`src/rtl/nark_fetch_stage_if.sv`:
```
// Signal bundle between the NARK fetch stage, instruction memory, decode and writeback.
// The master modport is the fetch stage; the slave modport is everything around it.
interface nark_fetch_stage_if #(
    parameter int BITS = 24
);
    logic            StallD;
    logic            PCSrcW;
    logic [BITS-1:0] PCTargetW;
    logic            ImemReq;
    logic [BITS-1:0] ImemAddr;
    logic            ImemGnt;
    logic            ImemRValid;
    logic [23:0]     ImemRData;
    logic [23:0]     InstrD;
    logic            InstrValidD;

    modport master (
        input  StallD, PCSrcW, PCTargetW, ImemGnt, ImemRValid, ImemRData,
        output ImemReq, ImemAddr, InstrD, InstrValidD
    );

    modport slave (
        output StallD, PCSrcW, PCTargetW, ImemGnt, ImemRValid, ImemRData,
        input  ImemReq, ImemAddr, InstrD, InstrValidD
    );
endinterface

```
`src/rtl/nark_fetch_stage.sv`:
```
// NARK instruction fetch: PC, in-order variable-latency memory requests, prefetch FIFO,
// and flush handling that discards responses still in flight for the old path.
module nark_fetch_stage #(
    parameter int          BITS   = 24,
    parameter int          DEPTH  = 4,
    parameter int          PC_INC = 1,
    parameter logic [23:0] NOP    = 24'h000000
) (
    input logic                 CLK,
    input logic                 RST,
    nark_fetch_stage_if.master  bus
);
    localparam int PW = $clog2(DEPTH);
    localparam int CW = $clog2(DEPTH + 1);
    localparam logic [CW-1:0] DEPTH_C   = CW'(DEPTH);
    localparam logic [CW:0]   DEPTH_OCC = (CW + 1)'(DEPTH);
    localparam logic [PW-1:0] LAST_PTR  = PW'(DEPTH - 1);

    logic [BITS-1:0] pc_reg;
    logic [23:0]     fifo_mem [DEPTH];
    logic [PW-1:0]   rd_ptr_reg;
    logic [PW-1:0]   wr_ptr_reg;
    logic [CW-1:0]   count_reg;
    logic [CW-1:0]   inflight_reg;
    logic [CW-1:0]   discard_reg;

    logic [CW-1:0]   live;
    logic [CW:0]     occupancy;
    logic            flush;
    logic            req;
    logic            issue;
    logic            resp;
    logic            push;
    logic            valid;
    logic            pop;

    // Every live request owns a FIFO slot in advance, so a returning word always fits.
    assign flush     = bus.PCSrcW;
    assign live      = inflight_reg - discard_reg;
    assign occupancy = {1'b0, live} + {1'b0, count_reg};
    assign req       = ~RST & ~flush & (occupancy < DEPTH_OCC) & (inflight_reg < DEPTH_C);
    assign issue     = req & bus.ImemGnt;
    assign resp      = bus.ImemRValid & (inflight_reg != '0);
    assign push      = resp & (discard_reg == '0) & ~flush;
    assign valid     = (count_reg != '0) & ~flush;
    assign pop       = valid & ~bus.StallD;

    assign bus.ImemReq     = req;
    assign bus.ImemAddr    = pc_reg;
    assign bus.InstrValidD = valid;
    assign bus.InstrD      = valid ? fifo_mem[rd_ptr_reg] : NOP;

    function automatic logic [PW-1:0] ptr_inc(input logic [PW-1:0] p);
        return (p == LAST_PTR) ? '0 : p + PW'(1);
    endfunction

    always_ff @(posedge CLK or posedge RST) begin
        if (RST) begin
            pc_reg       <= '0;
            rd_ptr_reg   <= '0;
            wr_ptr_reg   <= '0;
            count_reg    <= '0;
            inflight_reg <= '0;
            discard_reg  <= '0;
        end else if (flush) begin
            // Everything still outstanding belongs to the old path; a word landing now is dropped too.
            pc_reg       <= bus.PCTargetW;
            rd_ptr_reg   <= '0;
            wr_ptr_reg   <= '0;
            count_reg    <= '0;
            inflight_reg <= inflight_reg - CW'(resp);
            discard_reg  <= inflight_reg - CW'(resp);
        end else begin
            if (issue) begin
                pc_reg <= pc_reg + BITS'(PC_INC);
            end
            if (push) begin
                wr_ptr_reg <= ptr_inc(wr_ptr_reg);
            end
            if (pop) begin
                rd_ptr_reg <= ptr_inc(rd_ptr_reg);
            end
            count_reg    <= count_reg + CW'(push) - CW'(pop);
            inflight_reg <= inflight_reg + CW'(issue) - CW'(resp);
            if (resp && (discard_reg != '0)) begin
                discard_reg <= discard_reg - CW'(1);
            end
        end
    end

    always_ff @(posedge CLK) begin
        if (push) begin
            fifo_mem[wr_ptr_reg] <= bus.ImemRData;
        end
    end
endmodule

```
`src/flat_wrapper.sv`:
```
// flat-port wrapper written by rule: the top's interface ports become plain ports
module nark_fetch_stage_flat 
#(
    parameter int          BITS   = 24,
    parameter int          DEPTH  = 4,
    parameter int          PC_INC = 1,
    parameter logic [23:0] NOP    = 24'h000000
)
  (CLK, RST, bus_StallD, bus_PCSrcW, bus_PCTargetW, bus_ImemGnt, bus_ImemRValid, bus_ImemRData, bus_ImemReq, bus_ImemAddr, bus_InstrD, bus_InstrValidD);
  nark_fetch_stage_if #(.BITS(BITS)) bus_i ();
  input logic CLK;
  input logic RST;
  input wire logic [$bits(bus_i.StallD)-1:0] bus_StallD;
  input wire logic [$bits(bus_i.PCSrcW)-1:0] bus_PCSrcW;
  input wire logic [$bits(bus_i.PCTargetW)-1:0] bus_PCTargetW;
  input wire logic [$bits(bus_i.ImemGnt)-1:0] bus_ImemGnt;
  input wire logic [$bits(bus_i.ImemRValid)-1:0] bus_ImemRValid;
  input wire logic [$bits(bus_i.ImemRData)-1:0] bus_ImemRData;
  output wire logic [$bits(bus_i.ImemReq)-1:0] bus_ImemReq;
  output wire logic [$bits(bus_i.ImemAddr)-1:0] bus_ImemAddr;
  output wire logic [$bits(bus_i.InstrD)-1:0] bus_InstrD;
  output wire logic [$bits(bus_i.InstrValidD)-1:0] bus_InstrValidD;
  assign bus_i.StallD = bus_StallD;
  assign bus_i.PCSrcW = bus_PCSrcW;
  assign bus_i.PCTargetW = bus_PCTargetW;
  assign bus_i.ImemGnt = bus_ImemGnt;
  assign bus_i.ImemRValid = bus_ImemRValid;
  assign bus_i.ImemRData = bus_ImemRData;
  assign bus_ImemReq = bus_i.ImemReq;
  assign bus_ImemAddr = bus_i.ImemAddr;
  assign bus_InstrD = bus_i.InstrD;
  assign bus_InstrValidD = bus_i.InstrValidD;
  nark_fetch_stage #(.BITS(BITS), .DEPTH(DEPTH), .PC_INC(PC_INC), .NOP(NOP)) u_core (.CLK(CLK), .RST(RST), .bus(bus_i));
endmodule
```
`config.mk`:
```
export PLATFORM = sky130hd
export DESIGN_NAME = nark_fetch_stage_flat
export DESIGN_NICKNAME = d
export VERILOG_FILES = /design/src/rtl/nark_fetch_stage_if.sv /design/src/rtl/nark_fetch_stage.sv /design/src/flat_wrapper.sv
export SDC_FILE = /design/constraint.sdc
export NUM_CORES = 1
export LEC_CHECK = 0
export ABC_AREA = 1
export BUFFER_PORTS_ARGS = -buffer_cell sky130_fd_sc_hd__buf_2
export CAP_MARGIN = 20
export CORE_MARGIN = 2
export CORE_UTILIZATION = 51
export DETAILED_ROUTE_END_ITERATION = 8
export PLACE_DENSITY = 0.76
export SLEW_MARGIN = 20
export SYNTH_ARGS = -nofsm -noshare
export SYNTH_HDL_FRONTEND = slang
export SYNTH_SLANG_ARGS = --single-unit
```
`constraint.sdc`:
```
create_clock -name CLK -period 2.8 [get_ports CLK]
set_input_delay 0.7 -clock CLK [delete_from_list [all_inputs] [get_ports CLK]]
set_output_delay 0.7 -clock CLK [all_outputs]
set_load 0.05 [all_outputs]
```
==> qor.yml <==
outcome: "finished, violations left"
violations: "negative setup slack"
clk_latency_ns: 0.42
rsz0062_at_grt: "true"
num_vias: 5165
wirelength_um: 15500
vdd_ir_drop_max_mv: 0.509
nFillCells: 969
r2r_end: "u_core.inflight_reg[2]"
synthDistinctLibCells: 32
finalCritPeriodShare: 1.04
antenna_found_initial: 2
largest_register_ffs: 96
reg2reg_from: "u_core.discard_reg[0]"
final_common_cell: "nand2_1"
min_period_ns: 2.92
placementRows: 41
dieArea_sq_mm: 0.0136
syn_to_final_growth_pct: 27.2
ys_seq_elements: 133
hold_viol_final: 0
yosysWarningCount: 0
min_path_type: "in -> async"
first_iter_violations: 374
netlist_instances: 679
clockBufferDepth: 2
pwr-share-seq: 0.313
port_buffers: 103
dp_hpwl_um: 9940
gp_congestion: 0.887
drive_above_1_share: 0.265
required_ns: 2.10
crit_type: "reg -> out"
path_cells: "ha_4, inv_2, fa_2, ha_4, inv_1, nand2_4, nor2_4, inv_2, nor2_4, buf_8"
largest_register: "u_core.fifo_mem"
cp_max_fo: 2
p_clk_frac: 0.287
path_clk_slew_ns: 0.05
chipHeight_um: 117
initial_utilization: 0.516
final_cell_mix: "nand2_1 (125), nor2_1 (121), buf_2 (98), edfxtp_1 (96), o21ai_0 (62)"
drc_errors: 0
layout_setup_ws_ns: -0.121
cp-end-kind: "output port"
cts_tree: "built"
power_leakage_uw: 0.00346
syn_nets: 753
start_kind: "flop"
power.density_mw_per_mm2: 990
ant_nets: 0
r2r_setup_slack_ns: -0.09
cp.arrival_ns: 2.22
power_uw: 8140
overflow: 0
maxCapViolCount: 0
max_freq_mhz: 342
final_max_slew_viol_count: 0
cts_sinks: 133
dr.pass1.iters: 4
cp.depth: 10
finalSetupViolCount: 2
fin_nets: 876
avgSynthCellArea_sq_um: 9.52
wire_per_inst_um: 15.7
setup-tns-final_ns: -0.212
crit_family: "adder cells"
cpPeakStageDelay_ns: 0.46
switching_share: 0.396
place_inst: 948
grt_max_degree: 38
tightestPinTransition_ns: 0.485
ioPinCount: 104
htreeDepth: 4
ys_seq_area_frac: 0.589
grtUsageTotal: 0.235
grt_pass1_vias: 5123
crit_slowest_cell: "fa_2"
die_w_um: 117
cts_buffers: 17
synth_area_sq_mm: 0.00646
via_per_inst: 5.23
comb_power_share: 0.400
power.switching_uw: 3220
clockRootBuffer: "clkbuf_16"
p_int_uw: 4910
slew_headroom: 0.676
cp.buffers_inverters: 4
core-area_sq_mm: 0.0125
hold_buffers: 0
finClkSkew_ns: 0.00837
fin_cells: 987
dpl_worst_slack_ns: -0.0147
worst-r2r-cell-count: 13
grt_pass1_wl_um: 24200
[synthesized netlist by cell type]
cell      instances  area, sq um
a21oi_1          28          140
a31oi_4           1         21.3
buf_2             6         30.0
buf_4             1         7.51
buf_6             3         33.8
clkbuf_1         17         63.8
clkinv_1          3         11.3
clkinv_8          1         16.3
dfrtp_1          37          926
edfxtp_1         96         2880
fa_1              3         60.1
ha_1             17          213
inv_1            53          199
inv_2             4         15.0
nand2_1         127          477
nand2_2           2         12.5
nand3_1          55          275
nand3_2           1         10.0
nand3b_1          1         7.51
nand4_1           6         37.5
nand4_2           1         12.5
nand4_4           1         21.3
nor2_1          127          477
nor2_2            4         25.0
nor2_4            1         11.3
nor3_1            1         5.00
o21a_1            1         7.51
o21ai_0          63          315
o21ai_1           1         5.00
o21bai_1          4         30.0
xnor2_1           6         52.6
xor2_1            7         61.3
[worst min-delay path, stage by stage]
cell   delay, ns
buf_2       0.12
inv_1       0.05
buf_4       0.42
[layer usage]
layer | track usage | wire, um | vias to the layer above
met5 | 0 | 13 | -
met3 | 0.0623 | 892 | 23
met4 | 0.0682 | 245 | 2
met1 | 0.271 | 6290 | 2464
li1 | - | - | 2497
met2 | 0.429 | 8060 | 179
[through the flow]
stage	hold WS, ns	cell area, sq um	util
after global placement	0.553	7440	0.595
after floorplan	0.527	6640	-
final	0.435	8220	0.657
after detailed placement	0.569	7440	0.595
after CTS	0.413	8140	0.650
after global routing	0.464	8220	0.657
[worst max-delay path by stage]
stage / from / end
2_1_floorplan: bus_PCSrcW / bus_InstrD[14]
3_3_place_gp: u_core.inflight_reg[0] / bus_ImemReq
3_5_place_dp: u_core.inflight_reg[0] / bus_ImemReq
4_1_cts: u_core.inflight_reg[0] / bus_ImemReq
5_1_grt: u_core.discard_reg[0] / bus_ImemReq
6_report: u_core.discard_reg[0] / bus_ImemReq
[layout make-up]
class | instances | area [sq um] | share of cell area
diodes | 1 | 2.50 | 0.000304
clock buffers | 19 | 433 | 0.0526
clock inverters | 12 | 185 | 0.0225
inverters | 61 | 241 | 0.0294
multi-input cells | 458 | 2550 | 0.310
flip-flops and latches | 133 | 3810 | 0.463
well taps | 172 | 215 | 0.0262
repair buffers | 131 | 787 | 0.0957
[power groups by stage]
stage	registers (uW)	logic [uW]	clock network [uW]
floorplan	2780	1940	0
global placement	2550	2800	0
detailed placement	2560	2890	0
CTS	2530	3040	2370
global route	2570	3540	2450
finish	2550	3250	2340
[logic make-up (layout without fill, tap and decap cells)]
logic type	Yosys count	in the layout	share of synthesized area
AOI/OAI and AO/OA	98	98	0.0803
xor gates and xnor gates	13	13	0.0176
adders and majority gates	20	20	0.0422
buffers and inverters	88	223	0.0583
DFF	133	133	0.589
other	0	1	0
and+or+nand+nor	327	327	0.212
[what timing repair did]
| action | 4_1_cts | 5_1_grt |
|---|---|---|
| endpoints found under the setup margin | 1 | 20 |
| resized for setup | 12 | 17 |
| buffers inserted | 6 | 1 |
| pin swaps | 5 | 8 |
Note: power is estimated with default switching activity, not from simulation.
